==> src/rtl/dmem_pkg.sv <==
// Shared definitions for the data memory arbiter.
// Holds the arbiter state type, the memory geometry defaults, and the
// round-robin helper functions used by the picker and the top.
// Port indices are carried in 2 bits so that up to 4 requesters fit.
package dmem_pkg;

    typedef enum logic {ARB_IDLE, ARB_OWN} arb_state_t;

    localparam int DMEM_ADDR_W  = 10;
    localparam int DMEM_DATA_W  = 8;
    localparam int DMEM_MAX_REQ = 4;

    // Advance a port index by one, wrapping from n-1 back to 0.
    function automatic logic [1:0] next_idx(input logic [1:0] idx, input int n);
        if (int'(idx) >= n - 1) begin
            return 2'd0;
        end
        return idx + 2'd1;
    endfunction

    // Round-robin winner: the first set bit of req found by searching
    // upwards from ptr and wrapping at n. The result is meaningless when
    // req is all zero, so callers qualify it with |req.
    function automatic logic [1:0] rr_pick(input logic [3:0] req, input logic [1:0] ptr, input int n);
        logic [1:0] idx;
        logic [1:0] win;
        logic       found;
        idx   = ptr;
        win   = ptr;
        found = 1'b0;
        for (int i = 0; i < DMEM_MAX_REQ; i++) begin
            if (i < n) begin
                if (!found && req[idx]) begin
                    win   = idx;
                    found = 1'b1;
                end
                idx = next_idx(idx, n);
            end
        end
        return win;
    endfunction

endpackage

==> src/rtl/dmem_rr_picker.sv <==
// Combinational round-robin priority encoder.
// Ports:
//   req  in   N_REQ  request vector
//   ptr  in   2      index where the search starts (must be < N_REQ)
//   idx  out  2      winning index, valid when vld=1
//   vld  out  1      at least one request present
module dmem_rr_picker
    import dmem_pkg::*;
#(
    parameter int N_REQ = 2
)(
    input  logic [N_REQ-1:0] req,
    input  logic [1:0]       ptr,
    output logic [1:0]       idx,
    output logic             vld
);

    assign idx = rr_pick(4'(req), ptr, N_REQ);
    assign vld = |req;

endmodule

==> src/rtl/data_memory_arbiter.sv <==
// Arbiter sharing one single-port byte-wide data memory between N_REQ
// requesters (port 0 = core load/store unit, port 1 = DMA/debug loader).
// At most one access is granted per cycle; read data comes back one cycle
// later to the port that issued the read. A port may lock the memory for up
// to MAX_LOCK consecutive cycles; a starvation guard breaks long locks.
// Ports:
//   i_clk, i_rst             clock, synchronous active-high reset
//   i_req/i_we/i_lock        per-port request, write select, lock request
//   i_addr/i_wdata           per-port address and write data (packed by port)
//   o_gnt                    one-hot grant, combinational
//   o_rvalid/o_rdata         read return, routed to the issuing port
//   o_mem_addr/o_mem_wdata   memory address and write data
//   o_mem_we/o_mem_re        memory strobes, never both high
//   i_mem_rdata              registered read data from the memory
module data_memory_arbiter
    import dmem_pkg::*;
#(
    parameter int N_REQ    = 2,
    parameter int ADDR_W   = DMEM_ADDR_W,
    parameter int DATA_W   = DMEM_DATA_W,
    parameter int MAX_LOCK = 16
)(
    input  logic                    i_clk,
    input  logic                    i_rst,
    input  logic [N_REQ-1:0]        i_req,
    input  logic [N_REQ-1:0]        i_we,
    input  logic [N_REQ-1:0]        i_lock,
    input  logic [N_REQ*ADDR_W-1:0] i_addr,
    input  logic [N_REQ*DATA_W-1:0] i_wdata,
    output logic [N_REQ-1:0]        o_gnt,
    output logic [N_REQ-1:0]        o_rvalid,
    output logic [DATA_W-1:0]       o_rdata,
    output logic [ADDR_W-1:0]       o_mem_addr,
    output logic [DATA_W-1:0]       o_mem_wdata,
    output logic                    o_mem_we,
    output logic                    o_mem_re,
    input  logic [DATA_W-1:0]       i_mem_rdata
);

    // The starvation counters saturate at 255, so a threshold above that
    // simply never fires; the extra bit keeps the compare honest.
    localparam logic [8:0] STARVE_TH = 9'(2 * MAX_LOCK);
    localparam logic [7:0] LOCK_MAX  = 8'(MAX_LOCK);

    arb_state_t       state, state_d;
    logic [1:0]       owner, owner_d;
    logic [1:0]       rr_ptr, rr_d;
    logic [7:0]       lock_cnt, lock_d;
    logic [7:0]       starve_cnt [N_REQ];
    logic [1:0]       rd_owner;
    logic             rd_owner_vld;

    logic [1:0]       pick_ptr, pick_idx, win_idx, starve_idx, rd_sel;
    logic             pick_vld, starve_any, starve_exit, own_hold;
    logic             owner_req, owner_lock, win_lock;
    logic [N_REQ-1:0] gnt;

    // Search start for the picker: normally the rr pointer, but on the cycle
    // a lock ends the search starts just past the owner so it cannot win again.
    assign pick_ptr = (state == ARB_OWN) ? next_idx(owner, N_REQ) : rr_ptr;

    dmem_rr_picker #(
        .N_REQ (N_REQ)
    ) u_picker (
        .req (i_req),
        .ptr (pick_ptr),
        .idx (pick_idx),
        .vld (pick_vld)
    );

    // Starvation detection. Any saturated-high counter ends a lock; among
    // starved ports that are still requesting, the lowest index takes the grant.
    always_comb begin
        starve_any  = 1'b0;
        starve_exit = 1'b0;
        starve_idx  = 2'd0;
        for (int k = N_REQ - 1; k >= 0; k--) begin
            if ({1'b0, starve_cnt[k]} >= STARVE_TH) begin
                starve_exit = 1'b1;
                if (i_req[k]) begin
                    starve_any = 1'b1;
                    starve_idx = 2'(k);
                end
            end
        end
    end

    // Per-port bits of the owner and of the arbitration winner.
    always_comb begin
        win_idx    = starve_any ? starve_idx : pick_idx;
        owner_req  = 1'b0;
        owner_lock = 1'b0;
        win_lock   = 1'b0;
        for (int k = 0; k < N_REQ; k++) begin
            if (2'(k) == owner) begin
                owner_req  = i_req[k];
                owner_lock = i_lock[k];
            end
            if (2'(k) == win_idx) begin
                win_lock = i_lock[k];
            end
        end
    end

    // Next-state and grant logic. While a lock holds, only the owner can be
    // granted (an idle lock cycle still counts). Any other cycle, including
    // the one where a lock ends, arbitrates normally so no bubble appears.
    always_comb begin
        gnt     = '0;
        state_d = state;
        owner_d = owner;
        rr_d    = rr_ptr;
        lock_d  = lock_cnt;
        own_hold = (state == ARB_OWN) && owner_lock && (lock_cnt < LOCK_MAX) && !starve_exit;
        rd_sel  = own_hold ? owner : win_idx;
        if (own_hold) begin
            for (int k = 0; k < N_REQ; k++) begin
                if (2'(k) == owner) begin
                    gnt[k] = owner_req;
                end
            end
            lock_d = lock_cnt + 8'd1;
        end else begin
            state_d = ARB_IDLE;
            lock_d  = '0;
            if (state == ARB_OWN) begin
                rr_d = pick_ptr;
            end
            if (pick_vld) begin
                for (int k = 0; k < N_REQ; k++) begin
                    if (2'(k) == win_idx) begin
                        gnt[k] = 1'b1;
                    end
                end
                rr_d = next_idx(win_idx, N_REQ);
                if (win_lock) begin
                    state_d = ARB_OWN;
                    owner_d = win_idx;
                    lock_d  = 8'd1;
                end
            end
        end
    end

    // Memory-side mux. With no grant the port 0 values are forwarded and
    // both strobes stay low.
    always_comb begin
        o_mem_addr  = i_addr[0 +: ADDR_W];
        o_mem_wdata = i_wdata[0 +: DATA_W];
        for (int k = 0; k < N_REQ; k++) begin
            if (gnt[k]) begin
                o_mem_addr  = i_addr[k*ADDR_W +: ADDR_W];
                o_mem_wdata = i_wdata[k*DATA_W +: DATA_W];
            end
        end
    end

    assign o_gnt    = gnt;
    assign o_mem_we = |(gnt & i_we);
    assign o_mem_re = |(gnt & ~i_we);
    assign o_rdata  = i_mem_rdata;

    // Read return is routed by the owner tag captured with the read grant.
    always_comb begin
        o_rvalid = '0;
        for (int k = 0; k < N_REQ; k++) begin
            o_rvalid[k] = rd_owner_vld && (rd_owner == 2'(k));
        end
    end

    // State, counters and the read-owner tag. Reset drops any lock and
    // cancels a read granted in the reset cycle.
    always_ff @(posedge i_clk) begin
        if (i_rst) begin
            state        <= ARB_IDLE;
            owner        <= '0;
            rr_ptr       <= '0;
            lock_cnt     <= '0;
            rd_owner     <= '0;
            rd_owner_vld <= 1'b0;
            for (int k = 0; k < N_REQ; k++) begin
                starve_cnt[k] <= '0;
            end
        end else begin
            state        <= state_d;
            owner        <= owner_d;
            rr_ptr       <= rr_d;
            lock_cnt     <= lock_d;
            rd_owner     <= rd_sel;
            rd_owner_vld <= o_mem_re;
            for (int k = 0; k < N_REQ; k++) begin
                if (gnt[k]) begin
                    starve_cnt[k] <= '0;
                end else if (i_req[k] && (starve_cnt[k] != 8'hFF)) begin
                    starve_cnt[k] <= starve_cnt[k] + 8'd1;
                end
            end
        end
    end

endmodule

==> config.mk <==
export PLATFORM = sky130hd
export DESIGN_NAME = data_memory_arbiter
export DESIGN_NICKNAME = d
export VERILOG_FILES = /design/src/rtl/dmem_pkg.sv /design/src/rtl/dmem_rr_picker.sv /design/src/rtl/data_memory_arbiter.sv
export SDC_FILE = /design/constraint.sdc
export NUM_CORES = 1
export LEC_CHECK = 0
export ABC_AREA = 1
export ABC_CLOCK_PERIOD_IN_PS = 3500
export CORE_ASPECT_RATIO = 1.5
export CORE_MARGIN = 2
export CORE_UTILIZATION = 40
export CTS_CLUSTER_SIZE = 14
export DETAILED_ROUTE_END_ITERATION = 8
export GPL_TIMING_DRIVEN = 0
export MAX_ROUTING_LAYER = met4
export PLACE_DENSITY = 0.8
export SLEW_MARGIN = 20
export SYNTH_ARGS = -nofsm -noshare
export SYNTH_HDL_FRONTEND = slang
export SYNTH_HIERARCHICAL = 1
export SYNTH_SLANG_ARGS = --single-unit
==> constraint.sdc <==
create_clock -name i_clk -period 3.5 [get_ports i_clk]
set_clock_uncertainty 0.15 [all_clocks]
set_input_delay 0.7 -clock i_clk [delete_from_list [all_inputs] [get_ports i_clk]]
set_output_delay 0.7 -clock i_clk [all_outputs]
set_load 0.03 [all_outputs]
==> metrics.cfg <==
[clock_tree]
cts_tree = yes
htreeDepth = 2
path_clk_slew_ns = 0.07
cts_sinks = 32
clock-root-buffer = clkbuf_8
clk_latency_ns = 0.29
clockBufferDepth = 2
cts-buffers-inserted = 5

[worst_setup_path]
crit_required_ns = 2.65
worstSetupPathType = register to output pin
crit_family = simple AND/OR/NAND/NOR gates
max_stage_delay_ns = 0.35
crit_top_cell = inv_2
critPathSlowestCell = dfxtp_2
cp-end-kind = output pin
critPathBufInv = 8
start_kind = register
cp.arrival_ns = 2.91
cp_max_fo = 5
cp_cell_sequence = inv_2, ha_4, nand3_2, o21ai_2, inv_2, ha_4, inv_2, nand3_2, nand2_2, nand2_1, nand2_1, nand2_2, o21ai_4, inv_2, ha_4, nand2_2, inv_2, nand2_4, buf_8, buf_6, nand3_2, nand2_2, buf_6

[synth]
seq_area_frac_synth_pct = 35.77
ys_async_sr_fraction_pct = 0
yosysUniqueCellTypes = 32
ys_ff_latch = 32
synthFlopType = edfxtp_1
synth_area_per_cell_um2 = 7.486
synth_enable_flop_cells = 16
syn_area_um2 = 2238
syn-instance-count = 299
ys_warn_count = 6

[global_routing]
antenna_found_initial = 0
grt_max_degree = 11
grt_pass1_wl_mm = 9.611
grtUsageTotal_pct = 20.41
grt_overflow = 0
first_global_vias = 2208

[detailed_routing]
ant_nets = 0
vias = 2352
drc_errors = 0
wl_per_cell_um = 14.43
wl_mm = 6.852
viasPerCell = 4.952
drt-initial-drc-count = 130
drt_pre_antenna_iters = 4

[sta]
min_period_over_period_pct = 107.4
max_freq_mhz = 266.1
setup_ws_ns = -0.2575
setup_viol = 22
finalCriticalPeriod_ns = 3.757
slew_viol_final = 0
rsz0062_at_grt = true
final-hold-violation-count = 0

[floorplan]
dieWidth_um = 65.08
fp.coreArea_um2 = 5450
die_area_um2 = 6223
io_pins = 84
die_h_um = 95.62
initial_utilization_pct = 41.07
placementRows = 33

[finish]
drive_gt1_share_pct = 36.05
fin_util_pct = 67.13
area_growth_pct = 63.44
fin_area_um2 = 3659
fin_nets = 468
n_antenna_cell = 0
final_cells = 475

[power]
power.density_nw_per_um2 = 987.0
max-vdd-ir-drop_v = 0.0003810
power_mw = 3.611
p_leak_nw = 1.649

[status]
violations = negative setup slack
status = finished, violations left

[flow_run]
drv_cap = 0

[placed_design]
dpl.cell_count = 446
gp_congestion = 0.8365
dp_hpwl_mm = 4.151
dpl-instance-area_um2 = 3115
port-buffer-count = 75

[min_path]
min_path_type = register to register

## area by class of cell
cell class	instances	area [um2]
Buffer	14	135.1
Clock buffer	8	90.09
Fill cell	412	1792
Inverter	37	138.9
Multi-Input combinational cell	218	1440
Sequential cell	32	803.3
Tap cell	70	87.58
Timing Repair Buffer	96	963.4
## per-layer routing
| layer | part of all wire, % | vias to the layer above | wire (um) | GRT usage (%) |
|---|---|---|---|---|
| met3 | 9.1 | 17 | 623 | 5.549 |
| met2 | 51 | 111 | 3503 | 37.29 |
| met1 | 37 | 1076 | 2569 | 20.04 |
| met4 | 2.3 | 0 | 155 | 9.028 |
| met5 | 0 | - | 0 | - |
| li1 | - | 1148 | - | - |
## through the flow
step	TNS (ns)	setup WS (ns)	hold slack, ns
finish	-4.721	-0.2575	0.3263
floorplan	0	0.02326	0.2716
global route	-7.457	-0.3837	0.3382
detailed placement	-16.57	-0.8536	0.2936
global placement	-14.85	-0.8012	0.2845
CTS	-4.077	-0.2408	0.3280
## cell usage after synthesis, types with 2 or more instances
cell type / instances / area (um2)
a211oi_1: 2 / 15.01
a21oi_1: 6 / 30.03
buf_4: 9 / 67.56
buf_6: 3 / 33.78
dfxtp_1: 16 / 320.3
edfxtp_1: 16 / 480.5
ha_1: 12 / 150.1
inv_1: 35 / 131.4
nand2_1: 74 / 277.8
nand2_2: 6 / 37.54
nand2_4: 2 / 22.52
nand3_1: 35 / 175.2
nand3_2: 3 / 30.03
nand4_1: 2 / 12.51
nor2_1: 37 / 138.9
nor2_2: 4 / 25.02
nor2_4: 2 / 22.52
nor3_1: 2 / 10.01
nor3b_1: 2 / 15.01
o21ai_0: 6 / 30.03
xnor2_1: 6 / 52.55
xor2_1: 9 / 78.83
## repair_timing
action | CTS | global route
gates cloned | 3 | 1
resized for setup | 193 | 35
hold buffers | 0 | 0
pin swaps | 10 | 13
setup endpoints to repair | 30 | 30
hold endpoints to repair | 0 | 0
setup buffers | 10 | 8
## sequential cells by signal, indices dropped and copies added (netlist names)
name / flops
rd_owner: 2
rd_owner_vld: 1
starve_cnt: 16
owner: 2
state: 1
lock_cnt: 8
rr_ptr: 2
## layout by cell type, fill, tap and decap left out, drive strengths merged, types with 9 or more instances in the layout
cell type      netlist  final
nand2               82     82
buf                 14     57
clkdlybuf4s50        0     53
nor2                43     43
nand3               38     38
inv                 36     36
edfxtp              16     16
dfxtp               16     16
ha                  12     12
xor2                 9      9
## worst paths after layout
check	start	to	slack, ns	cells after the start
max	owner[1]	o_mem_addr[2]	-0.26	23
min	rr_ptr[0]	rr_ptr[0]	0.33	2
max reg2reg	owner[1]	starve_cnt[0][1]	0.25	21
min reg2reg	rr_ptr[0]	rr_ptr[0]	0.33	2
## logic make-up (layout without fill, tap and decap cells)
logic type	Yosys count	in the layout	synth area share, %
adders and majority gates	12	12	6.707
other	1	3	0.1675
DFF	32	32	35.77
and+or+nand+nor	171	171	35.55
AOI/OAI and AO/OA	17	17	4.304
xor gates and xnor gates	15	15	5.869
buffers and inverters	51	155	11.63
## worst register-to-register path, stage by stage, from the launching register on
cell	delay (ns)
dfxtp_2	0.35
inv_2	0.07
ha_4	0.26
nand3_2	0.07
o21ai_2	0.10
inv_2	0.07
ha_4	0.21
inv_2	0.05
nand3_2	0.05
nand2_2	0.08
nand2_1	0.05
nand2_1	0.08
nand2_2	0.07
o21ai_4	0.14
buf_4	0.15
ha_1	0.17
nand2_1	0.08
nand2_2	0.10
nand2_2	0.09
buf_4	0.16
nand3_2	0.15
nand3_2	0.25
## report_power, final
group,internal [mW],switching (mW)
Sequential,0.546,0.0998
Combinational,1.20,1.47
Clock,0.160,0.133
Total,1.90,1.71
No activity file was read; power rests on OpenSTA's default activity.
